==> src/rtl/generador_secuencia.sv <==
// generador_secuencia
// Builds a sequence of NUM_NOTAS 3-bit notes, taken from a free-running
// 16-bit Fibonacci LFSR. Code 000 means "no note" and is never stored.
// The sequence is collected in a shadow register and copied to busNotas in
// one step when the last note is written. busNotas therefore never holds a
// partial sequence.
//
// Ports
//   clk             clock; all state changes happen on the rising edge
//   reset           synchronous, active-high reset
//   cargarSecuencia request for a new sequence (level-sampled)
//   finJuego        game over: aborts generation or leaves LISTO
//   busNotas        packed sequence, note k in [3k+2:3k], note 0 is played first
//   datoListo       high while the FSM is in LISTO
//   ocupado         high while the FSM is in GEN
//   contador        number of notes accepted in the current generation
module generador_secuencia #(
    parameter int unsigned NUM_NOTAS = 10,
    parameter logic [15:0] SEMILLA   = 16'hACE1
) (
    input  logic                   clk,
    input  logic                   reset,
    input  logic                   cargarSecuencia,
    input  logic                   finJuego,
    output logic [3*NUM_NOTAS-1:0] busNotas,
    output logic                   datoListo,
    output logic                   ocupado,
    output logic [3:0]             contador
);

    localparam logic [3:0] ULTIMA = 4'(NUM_NOTAS - 1);
    localparam logic [3:0] MAXIMO = 4'(NUM_NOTAS);

    typedef enum logic [1:0] {
        IDLE,
        GEN,
        LISTO
    } estado_t;

    estado_t                estado_q, estado_d;
    logic [15:0]            lfsr_q, lfsr_d;
    logic [3*NUM_NOTAS-1:0] sombra_q, sombra_d;
    logic [3*NUM_NOTAS-1:0] bus_q, bus_d;
    logic [3:0]             contador_q, contador_d;
    logic                   listo_q, listo_d;
    logic                   ocupado_q, ocupado_d;

    // A note is accepted in GEN only when the low LFSR bits are non-zero.
    logic nota_valida;
    assign nota_valida = (lfsr_q[2:0] != 3'b000);

    // The LFSR runs in every state. Only reset reloads it.
    assign lfsr_d = {lfsr_q[14:0], lfsr_q[15] ^ lfsr_q[13] ^ lfsr_q[12] ^ lfsr_q[10]};

    // State register and all registered outputs
    always_ff @(posedge clk) begin
        if (reset) begin
            estado_q   <= IDLE;
            lfsr_q     <= SEMILLA;
            sombra_q   <= '0;
            bus_q      <= '0;
            contador_q <= '0;
            listo_q    <= 1'b0;
            ocupado_q  <= 1'b0;
        end else begin
            estado_q   <= estado_d;
            lfsr_q     <= lfsr_d;
            sombra_q   <= sombra_d;
            bus_q      <= bus_d;
            contador_q <= contador_d;
            listo_q    <= listo_d;
            ocupado_q  <= ocupado_d;
        end
    end

    // Next-state logic
    always_comb begin
        estado_d = estado_q;
        unique case (estado_q)
            IDLE: begin
                if (cargarSecuencia) begin
                    estado_d = GEN;
                end
            end
            GEN: begin
                if (finJuego) begin
                    estado_d = IDLE;
                end else if (nota_valida && contador_q == ULTIMA) begin
                    estado_d = LISTO;
                end
            end
            LISTO: begin
                // finJuego has priority over a new request.
                if (finJuego) begin
                    estado_d = IDLE;
                end else if (cargarSecuencia) begin
                    estado_d = GEN;
                end
            end
            default: estado_d = IDLE;
        endcase
    end

    // Datapath and output logic
    always_comb begin
        sombra_d   = sombra_q;
        bus_d      = bus_q;
        contador_d = contador_q;
        listo_d    = (estado_d == LISTO);
        ocupado_d  = (estado_d == GEN);

        unique case (estado_q)
            IDLE: begin
                if (cargarSecuencia) begin
                    sombra_d   = '0;
                    contador_d = '0;
                end
            end
            GEN: begin
                if (finJuego) begin
                    sombra_d   = '0;
                    contador_d = '0;
                end else if (nota_valida && contador_q < MAXIMO) begin
                    for (int unsigned k = 0; k < NUM_NOTAS; k++) begin
                        if (contador_q == 4'(k)) begin
                            sombra_d[3*k +: 3] = lfsr_q[2:0];
                        end
                    end
                    contador_d = contador_q + 4'd1;
                    // Publish the shadow together with the note written on
                    // this edge, so the bus changes in one step.
                    if (contador_q == ULTIMA) begin
                        bus_d = sombra_d;
                    end
                end
            end
            LISTO: begin
                if (!finJuego && cargarSecuencia) begin
                    sombra_d   = '0;
                    contador_d = '0;
                end
            end
            default: begin
                sombra_d   = '0;
                contador_d = '0;
            end
        endcase
    end

    assign busNotas  = bus_q;
    assign datoListo = listo_q;
    assign ocupado   = ocupado_q;
    assign contador  = contador_q;

endmodule
==> config.mk <==
export PLATFORM = sky130hd
export DESIGN_NAME = generador_secuencia
export DESIGN_NICKNAME = d
export VERILOG_FILES = /design/src/rtl/generador_secuencia.sv
export SDC_FILE = /design/constraint.sdc
export NUM_CORES = 1
export LEC_CHECK = 0
export BUFFER_PORTS_ARGS = -buffer_cell sky130_fd_sc_hd__buf_2
export CAP_MARGIN = 20
export CORE_MARGIN = 2
export CORE_UTILIZATION = 40
export DETAILED_ROUTE_END_ITERATION = 12
export GPL_TIMING_DRIVEN = 0
export PLACE_DENSITY_LB_ADDON = 0.2
export SYNTH_ARGS = -nofsm -noshare
export SYNTH_HDL_FRONTEND = slang
export SYNTH_SLANG_ARGS = --single-unit
export TNS_END_PERCENT = 20
==> constraint.sdc <==
create_clock -name clk -period 4.4 [get_ports clk]
set_input_delay 1.32 -clock clk [delete_from_list [all_inputs] [get_ports clk]]
set_output_delay 1.32 -clock clk [all_outputs]
set_load 0.005 [all_outputs]
==> impl_metrics.toml, run 1 <==
[outcome]
outcome = "finished, final reports clean"

[cts]
cts_repair_resize_count = 0
clkTransAtPathRegs_ns = 0.08
clock-sinks = 81
clock_tree.htree_level_count = 3
worstSkewPairLatency_ns = 0.36
cts_max_path_buffers = 2
cts_made_buffers = 9
cts_tree = "done"
post_cts_buffers = 0
cts.hold.buffers_added = 0
clk_root_buffer_cell = "sky130_fd_sc_hd__clkbuf_8"

[hold_path]
worstHoldPathCells = 1
timing.hold.worst.class = "reg2reg"

[floorplanning]
standard_cell_row_count = 32
die_ar_sq_um = 8860
io_pins = 40
die_height_microns = 94.1
initial_utilization = 0.416
design.core.area_sq_um = 7810
dieWidth_microns = 94.1

[logic_synthesis]
synthesis.area_per_instance_sq_um = 8.98
async_flop_share = 0
dominantRegCellSynth = "sky130_fd_sc_hd__dfxtp_1"
yosysSeqAreaShare = 0.499
post_synth_num_cell_types = 32
yosys_register_bits = 81
number_of_nets_in_the_synthesized_netlist = 370
yosys_warnings = 0
number_of_flops_mapped_to_enable_cells_by_yosys = 0
synth_area_sq_um = 3250
post_synth_inst_count = 362

[worst_setup_path]
crit_required_ns = 4.66
timing.reg2reg.worst_path_depth = 5
worst-setup-path-type = "in2reg"
start_kind = "input pin"
timing.critical_path.to_type = "flip-flop"
timing.critical_path.fanout_max = 7
cp.arrival_ns = 3.17

[routing]
number_of_detailed_routing_iterations_run_before_antenna_repair = 4
remaining_drc_errors = 0
antenna_violating_nets_post_route = 0
post_drt_wl_per_cell_microns = 15.2
num_vias = 2734
detailedRoute.firstIterationViolations = 158
vias_per_cell = 5.27
detail_route.wirelength_microns = 7890

[place]
placedInstanceArea_sq_um = 3570
io_buffer_count = 39
dp_hpwl_microns = 5420
gp_routability_congestion = 0.835
dp.cells = 503

[sta]
worst_hold_slack_ns = 0.413
finalClockSkew_ns = 0.0107
worst_pin_slew_ns = 0.839
finalCritPeriodShare = 0.661
final-hold-violation-count = 0
finalSetupTns_ns = 0
slew_violations = 0
worst_slew_margin_rel = 0.439
finalWorstPathRequiredPeriod_ns = 2.91
maximum_operating_frequency_mhz = 344
grt_setup_unrepaired = "no"
report.final.setup_viol = 0

[run]
cap_violations = 0

[global_routing]
grt_start_max_net_pins = 14
grt_pass1_vias = 2652
grt_pass1_wl_microns = 13000
track_usage = 0.190
globalRoute.totalOverflow = 0
antenna_found_initial = 0

[pwr]
leakage_nw = 1.41
pwr_density_cell_nw_per_um2 = 401
fin_total_pwr_mw = 1.54
peakVddDrop_uv = 228

[cells_and_area]
nNetsFinal = 420
layout.cells.most_common_list = "sky130_fd_sc_hd__dfxtp_1, sky130_fd_sc_hd__buf_2, sky130_fd_sc_hd__nor2_1"
antenna_cells = 0
flow.area_growth_from_synthesis_pct = 17.9
layout-drive-gt1-share = 0.173
layout_commonest_cell = "sky130_fd_sc_hd__dfxtp_1"
layoutNonFillerInstCount = 519
final_design_area_no_fill_sq_um = 3830
-- worst max-delay path, stage by stage --
cell	delay (ns)
sky130_fd_sc_hd__buf_2	0.13
sky130_fd_sc_hd__or3b_1	0.36
sky130_fd_sc_hd__buf_2	0.18
sky130_fd_sc_hd__nor3_1	0.55
sky130_fd_sc_hd__nand2_1	0.41
sky130_fd_sc_hd__o32ai_1	0.22
-- area by class of cell --
class                   instances  area (sq um)
well taps                     102           128
multi-input cells             221          1390
clock buffers                  10           128
plain buffers                  27           115
fillers                       773          3980
repair buffers                 39           195
clock inverters                 6           130
flip-flops and latches         81          1620
inverters                      33           124
-- cells by family after synthesis --
kind of cell,after synthesis,synth area share
buffers and inverters,60,0.0735
DFF,81,0.499
and+or+nand+nor,118,0.178
muxes,9,0.0277
AOI/OAI and AO/OA,87,0.198
adders and majority gates,4,0.0154
xor gates and xnor gates,3,0.00808
-- final timing paths --
kind / start / slack, ns / to
worst max-delay path: finJuego / 1.49 / sombra_q[14]$_SDFFE_PP0P_
worst min register to register: lfsr_q[9]$_SDFF_PP0_ / 0.41 / lfsr_q[10]$_SDFF_PP1_
worst max register to register: estado_q[0]$_SDFF_PP0_ / 2.22 / sombra_q[14]$_SDFFE_PP0P_
worst min-delay path: lfsr_q[9]$_SDFF_PP0_ / 0.41 / lfsr_q[10]$_SDFF_PP1_
-- through the flow --
| stage | util | worst slack [ns] |
|---|---|---|
| after global routing | 0.491 | 1.29 |
| after detailed placement | 0.458 | 1.12 |
| after floorplan | - | 1.67 |
| after global placement | 0.458 | 1.09 |
| final | 0.491 | 1.49 |
| after CTS | 0.491 | 1.47 |
-- cell usage after synthesis (2+ instances only) --
| master | n | area, sq um |
|---|---|---|
| sky130_fd_sc_hd__nor3_1 | 6 | 30.0 |
| sky130_fd_sc_hd__nor2_1 | 37 | 139 |
| sky130_fd_sc_hd__dfxtp_1 | 81 | 1620 |
| sky130_fd_sc_hd__buf_2 | 8 | 40.0 |
| sky130_fd_sc_hd__mux2i_1 | 9 | 90.1 |
| sky130_fd_sc_hd__o21ai_0 | 5 | 25.0 |
| sky130_fd_sc_hd__or3_1 | 2 | 12.5 |
| sky130_fd_sc_hd__a21oi_1 | 18 | 90.1 |
| sky130_fd_sc_hd__a311oi_1 | 12 | 105 |
| sky130_fd_sc_hd__ha_1 | 4 | 50.1 |
| sky130_fd_sc_hd__nand3_1 | 12 | 60.1 |
| sky130_fd_sc_hd__clkbuf_1 | 17 | 63.8 |
| sky130_fd_sc_hd__a211oi_1 | 22 | 165 |
| sky130_fd_sc_hd__or2_2 | 7 | 43.8 |
| sky130_fd_sc_hd__nor2b_1 | 7 | 43.8 |
| sky130_fd_sc_hd__nand2b_1 | 7 | 43.8 |
| sky130_fd_sc_hd__nor3b_1 | 4 | 30.0 |
| sky130_fd_sc_hd__nand3b_1 | 3 | 22.5 |
| sky130_fd_sc_hd__xor2_1 | 2 | 17.5 |
| sky130_fd_sc_hd__inv_1 | 33 | 124 |
| sky130_fd_sc_hd__o32ai_1 | 27 | 236 |
| sky130_fd_sc_hd__nand2_1 | 29 | 109 |
-- sequential cells by signal, indices dropped and copies added (netlist names) --
name	flops
datoListo	1
ocupado	1
busNotas	30
contador	4
lfsr_q	16
sombra_q	27
estado_q	2
-- routing by layer --
metal / vias to the layer above / GRT usage / share of wire
li1: 1373 / - / -
met1: 1300 / 0.241 / 0.47
met2: 54 / 0.309 / 0.47
met3: 7 / 0.0474 / 0.051
met4: 0 / 0.0785 / 0.010
met5: - / 0 / 0
-- where the power goes --
part / internal (mW) / leakage (nW) / switching, mW / total, mW
combinational: 0.0255 / 0.626 / 0.0617 / 0.0873
sequential: 0.745 / 0.657 / 0.00726 / 0.753
clock: 0.433 / 0.130 / 0.265 / 0.697
total: 1.20 / 1.41 / 0.334 / 1.54
Note: power is estimated with default switching activity, not from simulation.
==> run 2: changes to the inputs <==
--- a/config.mk
+++ b/config.mk
@@ -5,6 +5,7 @@
 export SDC_FILE = /design/constraint.sdc
 export NUM_CORES = 1
 export LEC_CHECK = 0
+export ABC_AREA = 1
 export BUFFER_PORTS_ARGS = -buffer_cell sky130_fd_sc_hd__buf_2
 export CAP_MARGIN = 20
 export CORE_MARGIN = 2
==> constraint.sdc (replaced) <==
create_clock -name clk -period 3 [get_ports clk]
set_input_delay 0.9 -clock clk [delete_from_list [all_inputs] [get_ports clk]]
set_output_delay 0.9 -clock clk [all_outputs]
set_load 0.005 [all_outputs]
==> run 2 against run 1 <==
Effect of this change:
- total power up 54%
- worst hold slack worse by 0.0053 ns
- die area up 17%
- synthesized cell count up 62%
- critical endpoint is now contador[3]
- largest power group unchanged
- highest routed layer unchanged
==> impl_metrics.toml, run 2 <==
[cells_and_area]
nNetsFinal = 643
postLayoutCoreUtil = 0.473
antenna_cells = 0
flow.area_growth_from_synthesis_pct = 14.7
layout.cells.most_common_list = "sky130_fd_sc_hd__nor2_1, sky130_fd_sc_hd__nand2_1, sky130_fd_sc_hd__dfxtp_1"
layout-drive-gt1-share = 0.139
layout_commonest_cell = "sky130_fd_sc_hd__nor2_1"

[hold_path]
worstHoldPathCells = 2
timing.hold.worst.class = "reg2reg"
endpoint_with_the_worst_hold_slack = "lfsr_q[9]$_SDFF_PP0_"
min_from = "lfsr_q[8]$_SDFF_PP0_"

[logic_synthesis]
synthDominantAreaCellType = "sky130_fd_sc_hd__dfxtp_1"
yosys_register_bits = 84
top_post_synthesis_cells_by_count = "sky130_fd_sc_hd__nor2_1, sky130_fd_sc_hd__nand2_1, sky130_fd_sc_hd__dfxtp_1, sky130_fd_sc_hd__nand3_1, sky130_fd_sc_hd__inv_1"
synth_area_sq_um = 3830
synthDominantCellAreaShare = 0.439
synthesis.area_per_instance_sq_um = 6.54
yosysSeqAreaShare = 0.439
xor_and_xnor_fraction_of_the_mapped_netlist_area = 0.00458
yosys_warnings = 0
main_combinational_cell_family_by_area_after_synthesis = "simple AND/OR/NAND/NOR gates"
synth_compound_gate_area_share = 0.0356
async_flop_share = 0
synth.most_common_cell = "sky130_fd_sc_hd__nor2_1"
netlist_top_cells_area = "sky130_fd_sc_hd__dfxtp_1, sky130_fd_sc_hd__nor2_1, sky130_fd_sc_hd__nand2_1"
adder_cell_share_of_the_synthesized_area = 0.0131
synth-simple-area-share = 0.416
synth.mux.area_fraction = 0
post_synth_num_cell_types = 26
number_of_nets_in_the_synthesized_netlist = 593
post_synth_inst_count = 585
dominantRegCellSynth = "sky130_fd_sc_hd__dfxtp_1"
number_of_flops_mapped_to_enable_cells_by_yosys = 0

[worst_setup_path]
start_kind = "flip-flop"
timing.critical_path.to_type = "output port"
crit_required_ns = 2.10
worst-setup-path-type = "reg2out"
crit_path_top_delay_cell = "sky130_fd_sc_hd__dfxtp_1"
critPathTopFamily = "flip-flops"
rr_startpoint = "contador[0]$_SDFFE_PP0P_"
ff2ff_setup_slack_ns = 1.09
timing.critical_path.fanout_max = 8
max_stage_delay_ns = 0.49
cp_num_buf_inv = 1
crit_path_cell_trace = "buf_2"
cp.arrival_ns = 1.02
timing.reg2reg.worst_path_depth = 7
r2r-end = "busNotas[23]$_SDFFE_PP0P_"

[cts]
clk_root_buffer_cell = "sky130_fd_sc_hd__clkbuf_8"
clock-sinks = 84
cts.hold.buffers_added = 0
clkTransAtPathRegs_ns = 0.08
worstSkewPairLatency_ns = 0.36
clock_tree.htree_level_count = 3
cts_tree = "done"
cts_max_path_buffers = 2
cts_repair_resize_count = 0
post_cts_buffers = 0
cts_made_buffers = 9

[routing]
vias_per_cell = 4.62
detailedRoute.firstIterationViolations = 235
remaining_drc_errors = 0
detail_route.wirelength_microns = 9210
number_of_detailed_routing_iterations_run_before_antenna_repair = 4
num_vias = 3550
antenna_violating_nets_post_route = 0
post_drt_wl_per_cell_microns = 12.0

[place]
gp_routability_congestion = 0.834
io_buffer_count = 39
dp_hpwl_microns = 6580

[sta]
finalSetupTns_ns = 0
finalWorstPathRequiredPeriod_ns = 1.92
grt_setup_unrepaired = "no"
worst_slew_margin_rel = 0.663
final-hold-violation-count = 0
slew_violations = 0
maximum_operating_frequency_mhz = 522
worst_pin_slew_ns = 0.506
finalClockSkew_ns = 0.00524
report.final.setup_viol = 0
finalCritPeriodShare = 0.639
worst_hold_slack_ns = 0.408

[global_routing]
track_usage = 0.189
grt_pass1_vias = 3244
globalRoute.totalOverflow = 0
grt_start_max_net_pins = 14
antenna_found_initial = 0
grt_pass1_wl_microns = 15300

[floorplanning]
die_ar_sq_um = 10400
die_height_microns = 102
initial_utilization = 0.412
io_pins = 40
design.core.area_sq_um = 9280
standard_cell_row_count = 35
dieWidth_microns = 102

[pwr]
fin_total_pwr_mw = 2.37
leakage_nw = 2.15
peakVddDrop_uv = 325
pwr_density_cell_nw_per_um2 = 540

[run]
cap_violations = 0

[outcome]
outcome = "finished, final reports clean"
-- run 2: power breakdown --
| group | switching [mW] | total (mW) | internal [mW] |
|---|---|---|---|
| Clock | 0.400 | 0.867 | 0.467 |
| Combinational | 0.208 | 0.315 | 0.107 |
| Sequential | 0.0290 | 1.19 | 1.16 |
-- run 2: layout make-up --
type | instances | area (sq um)
Buffer | 28 | 163
Tap cell | 129 | 161
Inverter | 50 | 188
Fill cell | 1002 | 4890
Clock buffer | 11 | 131
Timing Repair Buffer | 39 | 195
Multi-Input combinational cell | 423 | 1800
Sequential cell | 84 | 1680
Clock inverter | 4 | 73.8
-- run 2: metrics by stage --
stage	cell area [sq um]	std cells	worst slack, ns
global route	4390	768	0.926
CTS	4390	768	1.07
finish	4390	768	1.08
detailed placement	4190	753	0.837
floorplan	3830	585	1.27
global placement	4190	753	0.895
-- run 2: per-layer routing --
metal / vias to the layer above / global-route usage / part of all wire
met5: - / 0 / 0
met4: 0 / 0.0728 / 0.017
met3: 14 / 0.0321 / 0.046
met2: 80 / 0.293 / 0.45
met1: 1572 / 0.264 / 0.49
li1: 1884 / - / -
-- run 2: how the worst max path moves through the flow --
stage | startpoint | endpoint | cells after the start | slack, ns
after floorplan | finJuego | sombra_q[10]$_SDFFE_PP0P_ | 7 | 1.27
after global placement | finJuego | sombra_q[5]$_SDFFE_PP0P_ | 7 | 0.89
after detailed placement | finJuego | sombra_q[17]$_SDFFE_PP0P_ | 7 | 0.84
after CTS | contador[3]$_SDFFE_PP0P_ | contador[3] | 1 | 1.07
after global routing | contador[0]$_SDFFE_PP0P_ | busNotas[27]$_SDFFE_PP0P_ | 7 | 0.93
final | contador[3]$_SDFFE_PP0P_ | contador[3] | 1 | 1.08
-- run 2: kinds of logic after synthesis --
kind of cell | after synthesis
AO/OA/AOI/OAI | 26
AND/OR/NAND/NOR | 391
adder cells (fa/ha/maj) | 4
flip-flops | 84
buffers and inverters | 78
XOR/XNOR | 2
